$ cat config.mk
export PLATFORM = sky130hd
export DESIGN_NAME = hazard_unit
export DESIGN_NICKNAME = d
export VERILOG_FILES = /design/src/rtl/hazard_unit_pkg.sv /design/src/rtl/hazard_cmp.sv /design/src/rtl/hazard_unit.sv
export SDC_FILE = /design/constraint.sdc
export NUM_CORES = 1
export LEC_CHECK = 0
export ABC_CLOCK_PERIOD_IN_PS = 2700
export CAP_MARGIN = 20
export CORE_AREA = 2 2 64 66
export DETAILED_ROUTE_END_ITERATION = 10
export DIE_AREA = 0 0 66 68
export SLEW_MARGIN = 10
export SYNTH_ARGS = -nofsm -noshare
export SYNTH_HDL_FRONTEND = slang
export SYNTH_SLANG_ARGS = --single-unit
$ cat constraint.sdc
create_clock -name clk -period 2.7 [get_ports clk]
set_input_delay 0.27 -clock clk [delete_from_list [all_inputs] [get_ports clk]]
set_output_delay 0.27 -clock clk [all_outputs]
set_load 0.005 [all_outputs]
$ cat src/rtl/hazard_unit_pkg.sv
// Shared types and constants for the ID-stage hazard/freeze controller.
package hazard_unit_pkg;

    localparam int unsigned DEF_REG_W = 5;
    localparam int unsigned ZERO_REG  = 0;

    typedef enum logic [1:0] {
        RUN  = 2'd0,
        WAIT = 2'd1,
        ERR  = 2'd2
    } hazState_e;

    typedef struct packed {
        logic pcWrite;
        logic ifidWrite;
        logic ifidFlush;
        logic idexWrite;
        logic idexBubble;
        logic exmemWrite;
        logic memwbBubble;
    } pipeCtrl_t;

    localparam pipeCtrl_t CTRL_FLOW = '{
        pcWrite: 1'b1, ifidWrite: 1'b1, ifidFlush: 1'b0, idexWrite: 1'b1,
        idexBubble: 1'b0, exmemWrite: 1'b1, memwbBubble: 1'b0
    };

    localparam pipeCtrl_t CTRL_FREEZE = '{
        pcWrite: 1'b0, ifidWrite: 1'b0, ifidFlush: 1'b0, idexWrite: 1'b0,
        idexBubble: 1'b0, exmemWrite: 1'b0, memwbBubble: 1'b1
    };

endpackage

$ cat src/rtl/hazard_cmp.sv
// Destination-vs-ID-source matcher; destination register 0 never matches.
module hazard_cmp
    import hazard_unit_pkg::*;
#(
    parameter int unsigned REG_W = DEF_REG_W
) (
    input  logic             en,
    input  logic [REG_W-1:0] dst,
    input  logic [REG_W-1:0] rs,
    input  logic [REG_W-1:0] rt,
    input  logic             usesRt,
    output logic             hit_c
);

    logic dstLive;

    assign dstLive = (dst != REG_W'(ZERO_REG));
    assign hit_c   = en && dstLive && ((dst == rs) || (usesRt && (dst == rt)));

endmodule

$ cat src/rtl/hazard_unit.sv
// Load-use / branch-operand stall, memory-wait freeze and branch/jump flush control.
// Optional HAZARD_PERF_EN adds saturating stall/freeze/flush cycle counters.
module hazard_unit
    import hazard_unit_pkg::*;
#(
    parameter int unsigned REG_W       = DEF_REG_W,
    parameter int unsigned MEM_TIMEOUT = 16,
    parameter int unsigned CNT_W       = 16
) (
    input  logic             clk,
    input  logic             rst_n,
    input  logic [REG_W-1:0] ID_RegRs,
    input  logic [REG_W-1:0] ID_RegRt,
    input  logic             ID_UsesRt,
    input  logic             ID_Branch,
    input  logic             ID_BranchTaken,
    input  logic             ID_Jump,
    input  logic             EX_MemRead,
    input  logic             EX_RegWrite,
    input  logic [REG_W-1:0] EX_RegDst,
    input  logic             MEM_MemRead,
    input  logic [REG_W-1:0] MEM_RegDst,
    input  logic             MEM_Access,
    input  logic             MEM_Ready,
    output logic             PCWrite,
    output logic             IFID_Write,
    output logic             IFID_Flush,
    output logic             IDEX_Write,
    output logic             IDEX_Bubble,
    output logic             EXMEM_Write,
    output logic             MEMWB_Bubble,
    output logic             MemErr
`ifdef HAZARD_PERF_EN
    ,
    output logic [CNT_W-1:0] StallCnt,
    output logic [CNT_W-1:0] FreezeCnt,
    output logic [CNT_W-1:0] FlushCnt
`endif
);

    hazState_e        state;
    logic [CNT_W-1:0] waitCnt;
    logic             luHit;
    logic             beHit;
    logic             bmHit;
    logic             freeze;
    logic             stallHit;
    logic             stall;
    logic             flush;
    pipeCtrl_t        ctrl;

    hazard_cmp #(.REG_W(REG_W)) u_cmpLu (
        .en(EX_MemRead), .dst(EX_RegDst), .rs(ID_RegRs), .rt(ID_RegRt),
        .usesRt(ID_UsesRt), .hit_c(luHit)
    );

    hazard_cmp #(.REG_W(REG_W)) u_cmpBe (
        .en(ID_Branch && EX_RegWrite), .dst(EX_RegDst), .rs(ID_RegRs), .rt(ID_RegRt),
        .usesRt(ID_UsesRt), .hit_c(beHit)
    );

    hazard_cmp #(.REG_W(REG_W)) u_cmpBm (
        .en(ID_Branch && MEM_MemRead), .dst(MEM_RegDst), .rs(ID_RegRs), .rt(ID_RegRt),
        .usesRt(ID_UsesRt), .hit_c(bmHit)
    );

    // Freeze starts in the very cycle a not-ready access appears, before WAIT is entered.
    always_comb begin
        freeze = 1'b0;
        case (state)
            RUN:     freeze = MEM_Access && !MEM_Ready;
            WAIT:    freeze = !MEM_Ready;
            ERR:     freeze = 1'b1;
            default: freeze = 1'b1;
        endcase
    end

    assign stallHit = luHit || beHit || bmHit;
    assign stall    = !freeze && stallHit;
    assign flush    = !freeze && !stallHit && (ID_BranchTaken || ID_Jump);

    always_comb begin
        ctrl = CTRL_FLOW;
        if (freeze) begin
            ctrl = CTRL_FREEZE;
        end else if (stall) begin
            ctrl.pcWrite    = 1'b0;
            ctrl.ifidWrite  = 1'b0;
            ctrl.idexBubble = 1'b1;
        end else if (flush) begin
            ctrl.ifidFlush  = 1'b1;
        end
    end

    assign PCWrite      = ctrl.pcWrite;
    assign IFID_Write   = ctrl.ifidWrite;
    assign IFID_Flush   = ctrl.ifidFlush;
    assign IDEX_Write   = ctrl.idexWrite;
    assign IDEX_Bubble  = ctrl.idexBubble;
    assign EXMEM_Write  = ctrl.exmemWrite;
    assign MEMWB_Bubble = ctrl.memwbBubble;
    assign MemErr       = (state == ERR);

    // waitCnt counts not-ready cycles of the current access; the trap fires on the MEM_TIMEOUT-th.
    always_ff @(posedge clk) begin
        if (!rst_n) begin
            state   <= RUN;
            waitCnt <= '0;
        end else begin
            case (state)
                RUN: begin
                    if (MEM_Access && !MEM_Ready) begin
                        state   <= WAIT;
                        waitCnt <= CNT_W'(1);
                    end
                end
                WAIT: begin
                    if (MEM_Ready) begin
                        state   <= RUN;
                        waitCnt <= '0;
                    end else if (waitCnt >= CNT_W'(MEM_TIMEOUT - 1)) begin
                        state   <= ERR;
                        waitCnt <= CNT_W'(MEM_TIMEOUT);
                    end else begin
                        waitCnt <= waitCnt + CNT_W'(1);
                    end
                end
                ERR: begin
                    state <= ERR;
                end
                default: begin
                    state   <= RUN;
                    waitCnt <= '0;
                end
            endcase
        end
    end

`ifdef HAZARD_PERF_EN
    // Saturating event counters.
    always_ff @(posedge clk) begin
        if (!rst_n) begin
            StallCnt  <= '0;
            FreezeCnt <= '0;
            FlushCnt  <= '0;
        end else begin
            if (stall && (StallCnt != '1))
                StallCnt <= StallCnt + CNT_W'(1);
            if (freeze && (FreezeCnt != '1))
                FreezeCnt <= FreezeCnt + CNT_W'(1);
            if (flush && (FlushCnt != '1))
                FlushCnt <= FlushCnt + CNT_W'(1);
        end
    end
`endif

endmodule

# Word level (Yosys, flattened, before mapping)
# Index checks and enable logic that the tools add are counted.
# classes
add_sub_neg	1
order_cmp	1
n_eq_ne	8
n_mux	17
n_bitwise	1
n_reduce_logical	27
# op_table
op	count
$mux W16	3
$pmux W16 S3	1
$eq A5 B5 Y1	4
$add A16 B1 Y16 const B	1
$ge A16 B4 Y1 const B	1
$logic_and A1 B1 Y1	14
$mux W2	5
$reduce_bool A5 Y1	2
$pmux W2 S3	1
$logic_or A1 B1 Y1	5
$mux W1	5
$reduce_and A2 Y1	2
$logic_not A1 Y1	3
$mux W3	1
$ne A3 B3 Y1 const B	1
$eq A2 B1 Y1 const B	1
$eq A2 B2 Y1 const B	1
$logic_not A2 Y1	1
$ne A2 B2 Y1 const B	1
$pmux W1 S2	1
$not A1 Y1	1
# word_totals
register_bits	18
in_bits	31
word_cells	57

# Longest topological paths before layout
# logic_depth
word_depth	12
ltp_mapped	7

# Hierarchy
# From an unflattened synthesis, not the netlist that was laid out.
# hier_totals
cells_unflattened	148
area_unflattened_um2	1267.5
# by_module_without_submodules
mod	n_inst	cells_per_inst	area_per_inst_um2	seq_area_each_um2
hazard_unit	1	97	869.6	360.3
hazard_cmp	3	17	132.6	0.0

# Worst setup path after synthesis
# No wires, ideal clock.
# synth_timing
path_type	input-to-output
start	in EX_RegDst[2]
end	out PCWrite
t_arrival_ns	1.460
slack_ns	0.970
path_stages	6
path_buffers	1
path_cell_list	xor2_1 -> nor4_1 -> a32oi_1 -> o32a_1 -> and2_1 -> buf_4
# synth_via
elab_chain_len	9
elab_cells_between_ends	14
# synth_lines
element	line	source
start, declared	hazard_unit.sv:20	input logic [REG_W-1:0] EX_RegDst,
$eq A5 B5 Y1	hazard_cmp.sv:18	assign hit_c = en && dstLive && ((dst == rs) || (usesRt && (dst == rt)));
$logic_and A1 B1 Y1	hazard_cmp.sv:18	
$logic_or A1 B1 Y1	hazard_cmp.sv:18	
$logic_and A1 B1 Y1	hazard_cmp.sv:18	
$logic_or A1 B1 Y1 (*) (2 in series)	hazard_unit.sv:78	assign stallHit = luHit || beHit || bmHit;
$logic_and A1 B1 Y1 (*)	hazard_unit.sv:79	assign stall = !freeze && stallHit;
$mux W2 (*)	hazard_unit.sv:86	end else if (stall) begin
$mux W3 (*)	hazard_unit.sv:84	if (freeze) begin
end, declared	hazard_unit.sv:25	output logic PCWrite,
# Every way passes the cells marked *; elsewhere a longest branch is shown, timed or not.

# Worst setup path in the final report
# layout_timing
start	in EX_RegDst[4]
end	out PCWrite
# The elaborated chain is that of the path after synthesis.

==> impl_metrics.prom <==
# TYPE chip_impl_metric gauge
chip_impl_metric{name="detail_route.vias_per_cell",unit=""} 4.84
chip_impl_metric{name="die_area",unit="µm²"} 4490
chip_impl_metric{name="min_delay_path_depth",unit=""} 1
chip_impl_metric{name="timing.max_cap.violations",unit=""} 0
chip_impl_info{name="cp-start-kind",value="input port"} 1
chip_impl_metric{name="fin_worst_skew",unit="ps"} 4.71
chip_impl_metric{name="synth-edff-count",unit=""} 0
chip_impl_metric{name="power.leakage",unit="nW"} 0.645
chip_impl_metric{name="fillers",unit=""} 412
chip_impl_metric{name="synth_cell_types",unit=""} 37
chip_impl_metric{name="h-tree-depth",unit=""} 1
chip_impl_metric{name="core_rows",unit=""} 23
chip_impl_metric{name="post_cts_resized",unit=""} 0
chip_impl_info{name="layout.cells.most_common_list",value="clkdlybuf4s50_1, xor2_1, nor2_1, dfxtp_1, nand2_1"} 1
chip_impl_metric{name="die_height",unit="µm"} 68
chip_impl_metric{name="synth.yosys.seq_area_share",unit=""} 0.333
chip_impl_metric{name="setup_ws",unit="ps"} 97.6
chip_impl_info{name="layout_commonest_cell",value="clkdlybuf4s50_1"} 1
chip_impl_info{name="cts_tree",value="done"} 1
chip_impl_metric{name="synth_fp_nets",unit=""} 160
chip_impl_metric{name="grt_max_degree",unit=""} 11
chip_impl_metric{name="clk_transition_reported_paths",unit="ps"} 60
chip_impl_metric{name="crit_path_max_fanout",unit=""} 3
chip_impl_metric{name="crit_required",unit="ps"} 2430
chip_impl_metric{name="synth_top_area_frac",unit=""} 0.333
chip_impl_metric{name="worst-r2r-cell-count",unit=""} 5
chip_impl_metric{name="i_o_pin_cnt",unit=""} 39
chip_impl_metric{name="cts_setup_buffers",unit=""} 0
chip_impl_metric{name="finalSetupViolations",unit=""} 0
chip_impl_metric{name="chipWidth",unit="µm"} 66
chip_impl_metric{name="numPortBuffers",unit=""} 38
chip_impl_metric{name="track_usage",unit=""} 0.131
chip_impl_metric{name="postCtsHoldBufs",unit=""} 0
chip_impl_metric{name="detail_route.wl_per_cell",unit="µm"} 12.8
chip_impl_metric{name="place_ws",unit="ps"} 33.5
chip_impl_metric{name="initial_core_utilization",unit=""} 0.281
chip_impl_info{name="root_buffer",value="clkbuf_8"} 1
chip_impl_info{name="cell_type_contributing_the_most_total_cell_area_after_synthesis",value="dfxtp_1"} 1
chip_impl_metric{name="grt_pass1_vias",unit=""} 1043
chip_impl_metric{name="aggregate_global_routing_overflow",unit=""} 0
chip_impl_metric{name="dp.final_hpwl",unit="µm"} 2180
chip_impl_info{name="outcome",value="complete, no violations"} 1
chip_impl_metric{name="initial_detailed_routing_violation_count",unit=""} 40
chip_impl_metric{name="hold_violations",unit=""} 0
chip_impl_info{name="critical-path-slowest-cell",value="clkdlybuf4s50_1"} 1
chip_impl_metric{name="number_of_drc_violations_after_detailed_routing",unit=""} 0
chip_impl_metric{name="clockBufferDepth",unit=""} 2
chip_impl_metric{name="power_density",unit="nW/µm²"} 394
chip_impl_metric{name="synth-async-reset-ratio",unit=""} 0
chip_impl_metric{name="clk_latency",unit="ps"} 260
chip_impl_metric{name="max_slew_margin",unit=""} 0.700
chip_impl_metric{name="fin_crit_sh",unit=""} 0.964
chip_impl_metric{name="yosys_warnings",unit=""} 0
chip_impl_metric{name="final.setup.tns",unit="ps"} 0
chip_impl_metric{name="worst_ep_arrival_time",unit="ps"} 2330
chip_impl_metric{name="routed_wirelength",unit="µm"} 2800
chip_impl_metric{name="ant_cells",unit=""} 0
chip_impl_info{name="end_kind",value="primary output"} 1
chip_impl_info{name="timing.hold.worst.class",value="reg2reg"} 1
chip_impl_info{name="rsz_0062_raised_after_global_routing",value="no"} 1
chip_impl_metric{name="clkSinkCount",unit=""} 18
chip_impl_metric{name="cts-buffers-inserted",unit=""} 3
chip_impl_metric{name="drt_first_pass_iters",unit=""} 4
chip_impl_metric{name="max-vdd-ir-drop",unit="mV"} 0.236
chip_impl_info{name="dominantRegCellSynth",value="dfxtp_1"} 1
chip_impl_info{name="post_synth_main_area_contributors",value="dfxtp_1, xor2_1, nor2_1, nand4_1, nor4_1"} 1
chip_impl_metric{name="max_freq",unit="MHz"} 384
chip_impl_info{name="criticalPathCategory",value="in2out"} 1
chip_impl_metric{name="layout_cell_share_with_drive_strength_beyond_1",unit=""} 0.0592
chip_impl_metric{name="min_period",unit="ps"} 2600
chip_impl_metric{name="synth.ff_latch_count",unit=""} 18
chip_impl_metric{name="floorplan.core_area",unit="µm²"} 3860
chip_impl_metric{name="syn-mean-instance-area",unit="µm²"} 8.47
chip_impl_info{name="critical_path.cell_chain",value="clkdlybuf4s50_1 > xor2_1 > nor4_1 > a32oi_1 > o32a_1 > and2_1 > clkdlybuf4s50_1"} 1
chip_impl_metric{name="timing.final.max_slew_violations",unit=""} 0
chip_impl_metric{name="drt.antenna.violating_nets",unit=""} 0
chip_impl_metric{name="syn-cell-area",unit="µm²"} 1080
chip_impl_metric{name="dr_total_vias",unit=""} 1060
chip_impl_metric{name="netlist_instances",unit=""} 128
chip_impl_metric{name="antenna_found_initial",unit=""} 0
chip_impl_metric{name="cpPeakStageDelay",unit="ps"} 470
chip_impl_metric{name="flow.area_growth_from_synthesis",unit="%"} 46.2
chip_impl_metric{name="worst_slew_pin_slew",unit="ps"} 444
chip_impl_metric{name="final_nets",unit=""} 202
chip_impl_metric{name="grt_first_pass_wirelength",unit="µm"} 4510
chip_impl_metric{name="place_congestion",unit=""} 0.832
chip_impl_info{name="crit_top_cell",value="clkdlybuf4s50_1"} 1
[per-stage QoR]
stage	std cells	total power, mW	instance area [µm²]	util	hold WS (ps)
2_1_floorplan	128	0.329	1080	-	388
4_1_cts	219	0.630	1580	0.409	504
3_3_place_gp	215	0.407	1520	0.395	474
6_report	219	0.624	1580	0.411	502
5_1_grt	219	0.651	1580	0.411	518
3_5_place_dp	215	0.409	1520	0.395	491
[cell families after synthesis]
family | after synthesis | share of synthesized area
fa+ha+maj | 1 | 0.0115
compound gates | 20 | 0.139
buf+inv | 7 | 0.0323
flops | 18 | 0.333
xor+xnor | 25 | 0.202
simple gates | 57 | 0.283
[power breakdown]
group | internal [mW] | total [mW] | switching, mW | leakage (nW)
clock network | 0.130 | 0.220 | 0.0907 | 0.0288
logic | 0.0788 | 0.132 | 0.0535 | 0.471
registers | 0.268 | 0.271 | 0.00350 | 0.145
total | 0.476 | 0.624 | 0.148 | 0.645
[final cells by class]
| type | count | area (µm²) | share of cell area |
|---|---|---|---|
| flip-flops and latches | 18 | 360 | 0.227 |
| clock buffers | 4 | 55.1 | 0.0348 |
| well taps | 50 | 62.6 | 0.0395 |
| multi-input cells | 103 | 688 | 0.434 |
| repair buffers | 40 | 403 | 0.254 |
| inverters | 4 | 15.0 | 0.00948 |
[synthesized netlist by cell type (2+ instances only)]
cell type / number
xnor2_1: 3
nor4_1: 6
nand2_1: 7
nor2_1: 18
and3_1: 5
a21oi_1: 5
o21ai_0: 2
nor3_1: 2
buf_4: 2
nand4_1: 6
inv_1: 4
and2_1: 2
dfxtp_1: 18
or4_1: 2
and4_1: 2
a32oi_1: 2
xor2_1: 22
[per-layer routing]
layer  vias to the layer above  wire length [µm]  track usage
met4                         0                49       0.0689
met1                       475              1220        0.146
met3                         6               204       0.0247
met2                        34              1330        0.237
li1                        545                 -            -
met5                         -                 0            0
[worst max-delay path: cells and delay by family]
family	cells	cell delay [ps]
buffers and inverters	2	920
AOI/OAI and AO/OA	2	530
xor gates and xnor gates	1	190
and+or+nand+nor	2	440
[worst paths after layout]
| kind | from | to | slack, ps |
|---|---|---|---|
| max | EX_RegDst[4] | PCWrite | 100 |
| min | waitCnt[12]$_SDFFE_PN0P_ | waitCnt[12]$_SDFFE_PN0P_ | 500 |
| max reg2reg | state[0]$_SDFFE_PN0P_ | waitCnt[15]$_SDFFE_PN0P_ | 990 |
| min reg2reg | waitCnt[12]$_SDFFE_PN0P_ | waitCnt[12]$_SDFFE_PN0P_ | 500 |
[sequential cells by signal, summed over array words and instances, names as in the netlist]
register / count
waitCnt: 16
state: 2
No activity file was read; power rests on OpenSTA's default activity.
